## config.mk

```make
export PLATFORM = sky130hd
export DESIGN_NAME = pipe_ctrl
export DESIGN_NICKNAME = d
export VERILOG_FILES = /design/src/rtl/pipe_ctrl_pkg.sv /design/src/rtl/pipe_ctrl_hazard_detect.sv /design/src/rtl/pipe_ctrl.sv
export SDC_FILE = /design/constraint.sdc
export NUM_CORES = 1
export LEC_CHECK = 0
export ABC_CLOCK_PERIOD_IN_PS = 2300
export CAP_MARGIN = 10
export CORE_MARGIN = 2
export CORE_UTILIZATION = 40
export DETAILED_ROUTE_END_ITERATION = 10
export GPL_TIMING_DRIVEN = 1
export PLACE_DENSITY = 0.77
export RECOVER_POWER = 50
export SYNTH_ARGS = -nofsm -noshare
export SYNTH_HDL_FRONTEND = slang
export SYNTH_SLANG_ARGS = --single-unit
```

## constraint.sdc

```tcl
create_clock -name clk -period 2.3 [get_ports clk]
set_input_delay 0.46 -clock clk [delete_from_list [all_inputs] [get_ports clk]]
set_output_delay 0.46 -clock clk [all_outputs]
set_load 0.01 [all_outputs]
```

## src/rtl/pipe_ctrl_pkg.sv

```systemverilog
//==============================================================================
// pipe_ctrl_pkg : shared types and encodings for the pipeline hazard/interrupt controller
// Revision      : 1.0  initial release
//==============================================================================
`default_nettype none

package pipe_ctrl_pkg;

  localparam int unsigned REG_W = 4;

  typedef enum logic [1:0] {
    RUN    = 2'd0,
    DRAIN  = 2'd1,
    VECTOR = 2'd2
  } state_e;

  localparam logic [1:0] PCSEL_SEQ = 2'd0;
  localparam logic [1:0] PCSEL_BR  = 2'd1;
  localparam logic [1:0] PCSEL_VEC = 2'd2;
  localparam logic [1:0] PCSEL_EPC = 2'd3;

endpackage

`default_nettype wire

```

## src/rtl/pipe_ctrl_hazard_detect.sv

```systemverilog
//==============================================================================
// hazard_detect : combinational load-use compare between the ID sources and EX load
// Revision      : 1.0  initial release
//==============================================================================
`default_nettype none

module hazard_detect
  import pipe_ctrl_pkg::*;
(
  input  logic [REG_W-1:0] rs1_i,
  input  logic [REG_W-1:0] rs2_i,
  input  logic             use1_i,
  input  logic             use2_i,
  input  logic             ex_load_i,
  input  logic [REG_W-1:0] ex_dst_i,
  output logic             hazard_o
);

  logic dst_live;
  logic hit1;
  logic hit2;

  // Register 0 is hard-wired, so a load targeting it never creates a dependency.
  assign dst_live = ex_load_i && (ex_dst_i != '0);
  assign hit1     = use1_i && (rs1_i == ex_dst_i);
  assign hit2     = use2_i && (rs2_i == ex_dst_i);
  assign hazard_o = dst_live && (hit1 || hit2);

endmodule

`default_nettype wire

```

## src/rtl/pipe_ctrl.sv

```systemverilog
//==============================================================================
// pipe_ctrl : load-use stall, branch/reti redirect and interrupt drain/vector control
// Revision  : 1.0  initial release
//==============================================================================
`default_nettype none

module pipe_ctrl
  import pipe_ctrl_pkg::*;
#(
  parameter int unsigned DRAIN_CYC = 3,
  parameter logic [31:0] INT_VEC   = 32'h0000_0010
) (
  input  logic             clk,
  input  logic             rst,
  input  logic [REG_W-1:0] id_rs1,
  input  logic [REG_W-1:0] id_rs2,
  input  logic             id_use1,
  input  logic             id_use2,
  input  logic             id_branch,
  input  logic             id_reti,
  input  logic [31:0]      id_pc_plus_4,
  input  logic             ex_load,
  input  logic [REG_W-1:0] ex_dst,
  input  logic             int_req,
  output logic             stall_pc,
  output logic             stall_if_id,
  output logic             flush_if_id,
  output logic             flush_id_ex,
  output logic [1:0]       pc_sel,
  output logic [31:0]      epc,
  output logic             int_ack
);

  localparam logic [2:0] CNT_INIT = 3'(DRAIN_CYC - 1);

  if ((DRAIN_CYC < 1) || (DRAIN_CYC > 7)) begin : g_bad_drain
    $error("pipe_ctrl: DRAIN_CYC must be in 1..7");
  end
  if (INT_VEC[1:0] != 2'b00) begin : g_bad_vec
    $error("pipe_ctrl: INT_VEC must be word aligned");
  end

  state_e      state_q, state_d;
  logic [2:0]  cnt_q, cnt_d;
  logic        int_pend_q, int_pend_d;
  logic        int_en_q, int_en_d;
  logic [31:0] epc_q, epc_d;
  logic        hazard;

  hazard_detect u_hazard (
    .rs1_i     (id_rs1),
    .rs2_i     (id_rs2),
    .use1_i    (id_use1),
    .use2_i    (id_use2),
    .ex_load_i (ex_load),
    .ex_dst_i  (ex_dst),
    .hazard_o  (hazard)
  );

  always_comb begin
    state_d     = state_q;
    cnt_d       = cnt_q;
    int_en_d    = int_en_q;
    epc_d       = epc_q;
    int_pend_d  = int_pend_q;
    stall_pc    = 1'b0;
    stall_if_id = 1'b0;
    flush_if_id = 1'b0;
    flush_id_ex = 1'b0;
    pc_sel      = PCSEL_SEQ;
    int_ack     = 1'b0;

    case (state_q)
      RUN: begin
        // Priority: stall > branch > reti > interrupt entry; lower ones retry later.
        if (hazard) begin
          stall_pc    = 1'b1;
          stall_if_id = 1'b1;
          flush_id_ex = 1'b1;
        end else if (id_branch) begin
          pc_sel      = PCSEL_BR;
          flush_if_id = 1'b1;
        end else if (id_reti) begin
          pc_sel      = PCSEL_EPC;
          flush_if_id = 1'b1;
          int_en_d    = 1'b1;
        end else if (int_pend_q) begin
          epc_d    = id_pc_plus_4;
          int_en_d = 1'b0;
          cnt_d    = CNT_INIT;
          state_d  = DRAIN;
        end
      end
      DRAIN: begin
        stall_pc    = 1'b1;
        flush_if_id = 1'b1;
        flush_id_ex = 1'b1;
        if (cnt_q == 3'd0) begin
          state_d = VECTOR;
        end else begin
          cnt_d = cnt_q - 3'd1;
        end
      end
      VECTOR: begin
        pc_sel      = PCSEL_VEC;
        int_ack     = 1'b1;
        flush_if_id = 1'b1;
        state_d     = RUN;
      end
      default: begin
        state_d = RUN;
      end
    endcase

    if (state_q == VECTOR) begin
      int_pend_d = 1'b0;
    end else if (int_req && int_en_q) begin
      int_pend_d = 1'b1;
    end

    // Suppress strobes while reset is held so an abandoned entry never acks.
    if (rst) begin
      stall_pc    = 1'b0;
      stall_if_id = 1'b0;
      flush_if_id = 1'b0;
      flush_id_ex = 1'b0;
      pc_sel      = PCSEL_SEQ;
      int_ack     = 1'b0;
    end
  end

  always_ff @(posedge clk) begin
    if (rst) begin
      state_q    <= RUN;
      cnt_q      <= 3'd0;
      int_pend_q <= 1'b0;
      int_en_q   <= 1'b1;
      epc_q      <= 32'd0;
    end else begin
      state_q    <= state_d;
      cnt_q      <= cnt_d;
      int_pend_q <= int_pend_d;
      int_en_q   <= int_en_d;
      epc_q      <= epc_d;
    end
  end

  assign epc = epc_q;

endmodule

`default_nettype wire

```

### Yosys cells after proc, flatten, opt, wreduce, memory -nomap -nowiden

Cells that the tools add are included.

| storage, ports and cells | value |
|---|---|
| flip-flop bits (word level) | 39 |
| latch bits | 0 |
| RAM bits | 0 |
| bits in read-only memories | 0 |
| input port bits | 52 |
| output and inout port bits | 39 |
| word-level logic and storage cells | 67 |
| memories | 0 |

| cells by class | value |
|---|---|
| add/subtract/negate cells | 1 |
| multiply operators | 0 |
| div/mod/pow operators | 0 |
| $lt $le $gt $ge | 0 |
| eq/ne operators | 10 |
| shift-type cells | 0 |
| mux-type cells | 31 |
| bitwise logic cells | 3 |
| reductions and logical operators | 17 |

Operators by type and width:

| cell | count |
|---|---|
| $mux 2 | 9 |
| $mux 3 | 5 |
| $mux 1 | 12 |
| $ne 2x2->1 const B | 6 |
| $reduce_and 5->1 | 2 |
| $eq 4x4->1 | 2 |
| $pmux 2 s2 | 2 |
| $pmux 3 s2 | 1 |
| $reduce_and 6->1 | 1 |
| $logic_and 1x1->1 | 5 |
| $pmux 1 s2 | 2 |
| $reduce_and 4->1 | 1 |
| $reduce_bool 2->1 | 2 |
| $reduce_bool 4->1 | 1 |
| $reduce_or 2->1 | 2 |
| $logic_not 3->1 | 1 |
| $not 1->1 | 3 |
| $sub 3x1->3 const B | 1 |
| $eq 2x1->1 const B | 1 |
| $eq 2x2->1 const B | 1 |
| $logic_not 2->1 | 1 |
| $logic_or 1x1->1 | 1 |

### Longest topological paths before layout

Gate-level depths: netlist of the first run.

| logic depth | value |
|---|---|
| depth in word-level cells | 7 |
| mapped depth | 8 |
| mapped depth without buffers | 8 |

### Modules after synthesis

A second synthesis of the first run with hierarchy kept.

| second synthesis, totals | value |
|---|---|
| cells, all modules | 222 |
| area total of the unflattened synthesis | 1851.8 µm² |

By module, submodules not included:

| module | instances | cells an instance | area an instance (µm²) |
|---|---|---|---|
| pipe_ctrl | 1 | 208 | 1747.9 |
| hazard_detect | 1 | 14 | 103.8 |

### Worst setup path after synthesis of the first run

OpenSTA, ideal clock, no wires.

| timing | value |
|---|---|
| path type | input port to output port |
| start | input ex_dst[1] |
| end | output pc_sel[1] |
| arrival time | 1.748 ns |
| data required time | 1.840 ns |
| setup slack | 0.092 ns |
| cell stages on the path | 5 |
| buffers on the path | 0 |
| path through | o41a_1 nand4_2 nand3_2 or3b_4 a21oi_2 |

| between the ends | value |
|---|---|
| cells in the longest elaborated chain, start to end | 7 |

Ends and longest elaborated chain:

| element | RTL line | RTL |
|---|---|---|
| start: declaration | pipe_ctrl.sv:23 | `input logic [REG_W-1:0] ex_dst,` |
| $eq 4x4->1, on equally long branches | pipe_ctrl_hazard_detect.sv:25, pipe_ctrl_hazard_detect.sv:26 |  |
| $logic_and 1x1->1, on equally long branches | pipe_ctrl_hazard_detect.sv:25, pipe_ctrl_hazard_detect.sv:26 |  |
| $logic_or 1x1->1 | pipe_ctrl_hazard_detect.sv:27 | `assign hazard_o = dst_live && (hit1 \|\| hit2);` |
| $logic_and 1x1->1 (*) | pipe_ctrl_hazard_detect.sv:27 |  |
| $mux 2 (*) | pipe_ctrl.sv:76 | `if (hazard) begin` |
| $pmux 2 s2 (*) | pipe_ctrl.sv:73 | `case (state_q)` |
| $mux 2 (*) | pipe_ctrl.sv:122 | `if (rst) begin` |
| end: declaration | pipe_ctrl.sv:29 | `output logic [1:0] pc_sel,` |

Mark *: on every way between the ends. The rest lies on a longest branch, timed or not.

### Worst setup path after layout of the first run

| timing | value |
|---|---|
| start | input ex_dst[3] |
| end | output pc_sel[1] |

The elaborated chain is that of the path after synthesis.

==> metrics.txt, run 1 <==
met3 Use GR 0.0577; adder-cell share of the synthesized area 0.0412; WP data arrival 1.86 ns; Layout Nets 348; outcome finished, violations left; post-synthesis xor/xnor area fraction 0.0384; endpoints failing setup 1; max_cap viols 0; DIE AREA 5120 µm²; core area 4380 µm²; worst clock skew 0.00508 ns; drt total wl 4.33 mm; total CTS buffers 5; number of DRC markers in iteration 0 45; cts hold-fix bufs 0; largest family of logic cells by synthesized area multiplexers; via-per-instance ratio 4.81; RR Startpoint state_q[0]$_SDFFE_PP0P_; most frequent cells in the layout 40 x nor2_1, 40 x clkdlybuf4s50_1, 39 x dfxtp_1; Clk pin slew, worst setup/hold paths 0.07 ns; first-pass GRT wire length 7.18 mm; Starting Density 0.416; vias in the first global route 1603; worst hold path type reg2reg; failing checks setup timing; Detail Placement HPWL 3.29 mm; Worst Max-Slew Pin Slew 0.883 ns; WP data required 1.84 ns; worst vdd ir 0.417 mV; minimum clock period 2.32 ns; ys async rst share 0; pwr dens 603 nW/µm²; M1 GR Usage 0.218; fmax 0.430 GHz; DRT Pass-1 Iters 4; wire length per cell 12.6 µm; Critical path origin ex_dst[3]; die width 71.5 µm; DRC violations left 0; io pins 91; pin count of the biggest net entering global routing 22; mapped cell area 1820 µm²; syn avg cell area 9.70 µm²; Worst Hold Launch epc[24]$_SDFFE_PP0P_; unrepaired setup endpoints after global routing yes; layout cells sized above 1 0.158; final worst setup slack -0.0250 ns; Unique masters post-synth 34; Max transition margin 0.411; Area Overhead vs Synth 61.0%; Rows 24; initial antenna violation count 0; clock sink total 39; CP Class in2out; Simple-Gate Fraction of Synth Area 0.175; total power 1.77 mW; clk_lat worst skew 0.29 ns; Seq/Total Area, Yosys 0.428; Final Wtd Congestion 0.810; Ys Warns 0; Slew Viols, Final 0; crit-path max FO 2; met2 usage 0.295; GR peak layer met2; startpoint class of the critical path input port; Synth Area in Compound Gates 0.0864; Post-synth EDFFs 0; final worst path period share 1.01; CTS tree built; final hold vios 0; ANT cells 0; root buffer selected by CTS clkbuf_8; Die Y-Extent 71.5 µm; htree depth 2; Syn Nets 246; filler cell count 367; ys flop type dfxtp_1; total track usage 0.176; total gr overflow 0; CTS Buffer Depth 2; Post-Syn Instances 188; P_leak 1.49 nW; I/O Buffers 90; Worst setup EP type output pin; ANT nets after route 0; vias after detailed routing 1650; Synth Register Bits 39; mux cell area share after synthesis 0.184; Sum Neg Setup Slack -0.0250 ns
## final timing paths
check                                       endpoint  slack (ns)  depth (start not counted)
worst min-delay path            epc[24]$_SDFFE_PP0P_        0.49                          2
worst min register to register  epc[24]$_SDFFE_PP0P_        0.49                          2
worst max-delay path                       pc_sel[1]       -0.02                          7
worst max register to register   epc[3]$_SDFFE_PP0P_        0.56                          7
## worst max-delay path, cell delays in order
cell	delay (ns)
buf_6	0.09
o41a_1	0.46
nand4_2	0.13
nand3_2	0.09
or3b_4	0.39
a21oi_2	0.11
buf_2	0.13
## what timing repair did
item                       in CTS  in global routing
pin swaps                      15                  3
resized for setup              51                  5
setup endpoints to repair       6                  6
hold endpoints to repair        0                  0
setup buffers                   1                  0
## stage by stage
step	util	hold slack, ns	instances	setup slack (ns)	cell area [µm²]
CTS	0.673	0.502	343	-0.0314	2950
floorplan	-	0.465	188	0.0923	1820
detailed placement	0.653	0.483	335	-0.810	2860
global placement	0.653	0.474	335	-0.776	2860
finish	0.670	0.488	343	-0.0250	2940
global route	0.670	0.516	343	-0.0940	2940
## cell type report
class,instances,area (µm²),share of cell area
tap,52,65.1,0.0222
timing repair buffer,105,995,0.339
clock buffer,5,68.8,0.0234
inverter,6,22.5,0.00767
clock inverter,3,43.8,0.0149
multi-input combinational,133,961,0.327
sequential,39,781,0.266
## per-layer routing
metal  up-vias  part of all wire
met5         -                 0
met1       751              0.44
met4         0            0.0088
li1        846                 -
met2        46              0.49
met3         7             0.067
## synthesized netlist by cell type (2+ instances only)
cell,n,area share
a211oi_1,2,0.0082
a21oi_1,6,0.016
a21oi_2,2,0.0096
buf_6,3,0.019
clkbuf_1,6,0.012
dfxtp_1,39,0.43
ha_1,6,0.041
inv_1,6,0.012
mux2i_1,32,0.18
nand2_1,6,0.012
nand2b_1,2,0.0069
nand3_2,2,0.011
nand4_2,2,0.014
nor2_1,40,0.082
nor3_1,6,0.016
o21a_1,3,0.012
o21ai_0,2,0.0055
xnor2_1,2,0.0096
xor2_1,6,0.029
## registers in the layout, indices dropped and copies added, names as in the netlist
signal and flops:
state_q 2, epc 32, int_pend_q 1, int_en_q 1, cnt_q 3
## kinds of logic (layout without fill, tap and decap cells)
| kind of cell | count (synthesis) | after routing |
|---|---|---|
| adders and majority gates | 6 | 6 |
| DFF | 39 | 39 |
| buffers and inverters | 16 | 119 |
| muxes | 33 | 33 |
| AOI/OAI and AO/OA | 22 | 22 |
| xor gates and xnor gates | 8 | 8 |
| and+or+nand+nor | 64 | 64 |
## power breakdown
part	switching [mW]	total (mW)	internal, mW
combinational	0.212	0.468	0.255
clock	0.243	0.566	0.323
sequential	0.0207	0.736	0.715
Power figures use the tool's default switching activity.
==> inputs of run 2 (changes only) <==
--- a/config.mk
+++ b/config.mk
@@ -7,7 +7,6 @@
 export LEC_CHECK = 0
 export ABC_CLOCK_PERIOD_IN_PS = 2300
 export CAP_MARGIN = 10
-export CORE_MARGIN = 2
 export CORE_UTILIZATION = 40
 export DETAILED_ROUTE_END_ITERATION = 10
 export GPL_TIMING_DRIVEN = 1
==> run 2 against run 1 <==
Effect of this change: the flow still finishes with violations (setup timing); largest power group unchanged; total power up 3.4%; sequential share of layout area is 0.55 points lower; routed wire length increased by 7.2%; fmax down 1.1%; non-clock buffer count is 4 higher; core utilization up 1.9 points; clock power up 4.4%; die area down 5.5%; clock skew up 0.0015 ns.
==> metrics.txt, run 2 (synthesized netlist as in run 1, its figures left out) <==
CTS tree built; clk_lat worst skew 0.29 ns (about the same); io pins 91 (unchanged); Slew Viols, Final 0 (unchanged); number of DRC markers in iteration 0 51 (+13%); cts hold-fix bufs 0 (unchanged); worst hold path type reg2reg; Combinational Power Share 0.273 (+0.009); outcome finished, violations left; DRT Pass-1 Iters 4 (unchanged); via-per-instance ratio 4.86 (+1.1%); unrepaired setup endpoints after global routing yes; Layout Nets 352 (+1.1%); fmax 0.425 GHz (-1.1%); ANT nets after route 0 (unchanged); Final Wtd Congestion 0.785 (-3.0%); htree depth 2 (unchanged); Clk pin slew, worst setup/hold paths 0.08 ns (about the same); sequential power share 0.404 (-0.012); P_int 1.34 mW (+3.8%); first-pass GRT wire length 7.55 mm (+5.1%); die width 69.5 µm (-2.8%); DIE AREA 4830 µm² (-5.5%); max_cap viols 0 (unchanged); post-layout util 0.689 (+0.0190); pwr dens 610 nW/µm² (+1.2%); Die Y-Extent 69.5 µm (-2.8%); I/O Buffers 90 (unchanged); minimum clock period 2.35 ns (+0.0270 ns); total CTS buffers 5 (unchanged); Rows 24 (unchanged); Sum Neg Setup Slack -0.0616 ns (-0.0366 ns); Detail Placement HPWL 3.45 mm (+4.6%); pre-CTS setup slack -0.862 ns (-0.0522 ns); most common cell after layout, fill and taps aside clkdlybuf4s50_1; worst clock skew 0.00658 ns (+0.00150 ns); Net Sw Frac 0.266 (-0.00299); Worst Max-Slew Pin Slew 0.321 ns (-0.562 ns); max reg flops 32 (unchanged); ANT cells 0 (unchanged); initial antenna violation count 0 (unchanged); Net Sw Power 0.487 mW (+2.2%); final worst path period share 1.02 (+0.0117); most frequent cells in the layout 71 x clkdlybuf4s50_1, 40 x nor2_1, 39 x dfxtp_1; drt total wl 4.64 mm (+7.2%); Starting Density 0.419 (+0.00287); P_leak 1.42 nW (-4.7%); endpoints failing setup 3 (+2); wire length per cell 13.4 µm (+6.0%); final hold vios 0 (unchanged); core area 4350 µm² (-0.68%); vias after detailed routing 1687 (+2.2%); WP data arrival 1.89 ns (+0.03 ns); CTS Buffer Depth 2 (unchanged); CP Class in2out; total power 1.83 mW (+3.4%); total gr overflow 0 (unchanged); total track usage 0.197 (+0.0205); DRC violations left 0 (unchanged); Reg2Reg Setup Slack 0.55 ns (about the same); root buffer selected by CTS clkbuf_8; Area Overhead vs Synth 64.4%; layout cells sized above 1 0.176 (+0.0182); Max transition margin 0.786 (+0.375); Clk network pwr share 0.323 (+0.003); worst vdd ir 0.344 mV (-18%); pin count of the biggest net entering global routing 33 (+50%); Worst setup EP type output pin; crit-path max FO 2 (unchanged); hold slack 0.497 ns (+0.00857 ns); startpoint class of the critical path input port; vias in the first global route 1670 (+4.2%); final worst setup slack -0.0520 ns (-0.0270 ns); WP data required 1.84 ns (about the same); failing checks setup timing; clock sink total 39 (unchanged)
==> run 2: cell type report <==
type	instances	area (µm²)
Clock inverter	2	35.0
Fill cell	348	1360
Clock buffer	6	82.6
Tap cell	52	65.1
Inverter	6	22.5
Timing Repair Buffer	109	1030
Sequential cell	39	781
Multi-Input combinational cell	133	986
==> run 2: worst paths after layout <==
path | startpoint | to | cells past startpoint
max | ex_dst[2] | pc_sel[1] | 7
min | epc[22]$_SDFFE_PP0P_ | epc[22]$_SDFFE_PP0P_ | 2
max reg2reg | state_q[1]$_SDFFE_PP0P_ | cnt_q[2]$_SDFFE_PP0P_ | 9
min reg2reg | epc[22]$_SDFFE_PP0P_ | epc[22]$_SDFFE_PP0P_ | 2
==> run 2: critical path, stage by stage <==
cell     delay [ns]
buf_6          0.10
o41a_1         0.46
nand4_2        0.12
nand3_2        0.09
or3b_4         0.42
a21oi_2        0.11
buf_2          0.13
==> run 2: per-layer routing <==
layer  vias to the layer above  share of wire  routed length [µm]  GRT usage
met2                        49           0.50                2330      0.328
met1                       777           0.42                1940      0.231
met5                         -              0                   0          0
li1                        849              -                   -          -
met3                        12          0.056                 259     0.0538
met4                         0          0.024                 110     0.0998
==> run 2: metrics by stage <==
step           std cells  cell area, µm²
2_1_floorplan        188            1820
3_5_place_dp         338            2890
6_report             347            3000
5_1_grt              347            3000
3_3_place_gp         338            2890
4_1_cts              347            2990
==> run 2: power groups by stage <==
stage	sequential (mW)	clock (mW)	combinational (mW)
2_1_floorplan	0.763	0	0.245
3_3_place_gp	0.752	0	0.498
3_5_place_dp	0.755	0	0.506
4_1_cts	0.740	0.604	0.499
5_1_grt	0.745	0.640	0.540
6_report	0.739	0.591	0.499
==> run 2: timing repair <==
action,CTS,global route
gates resized for setup,49,7
endpoints found under the setup margin,6,6
pin swaps,16,2
setup buffers,1,0
endpoints found under the hold margin,0,0
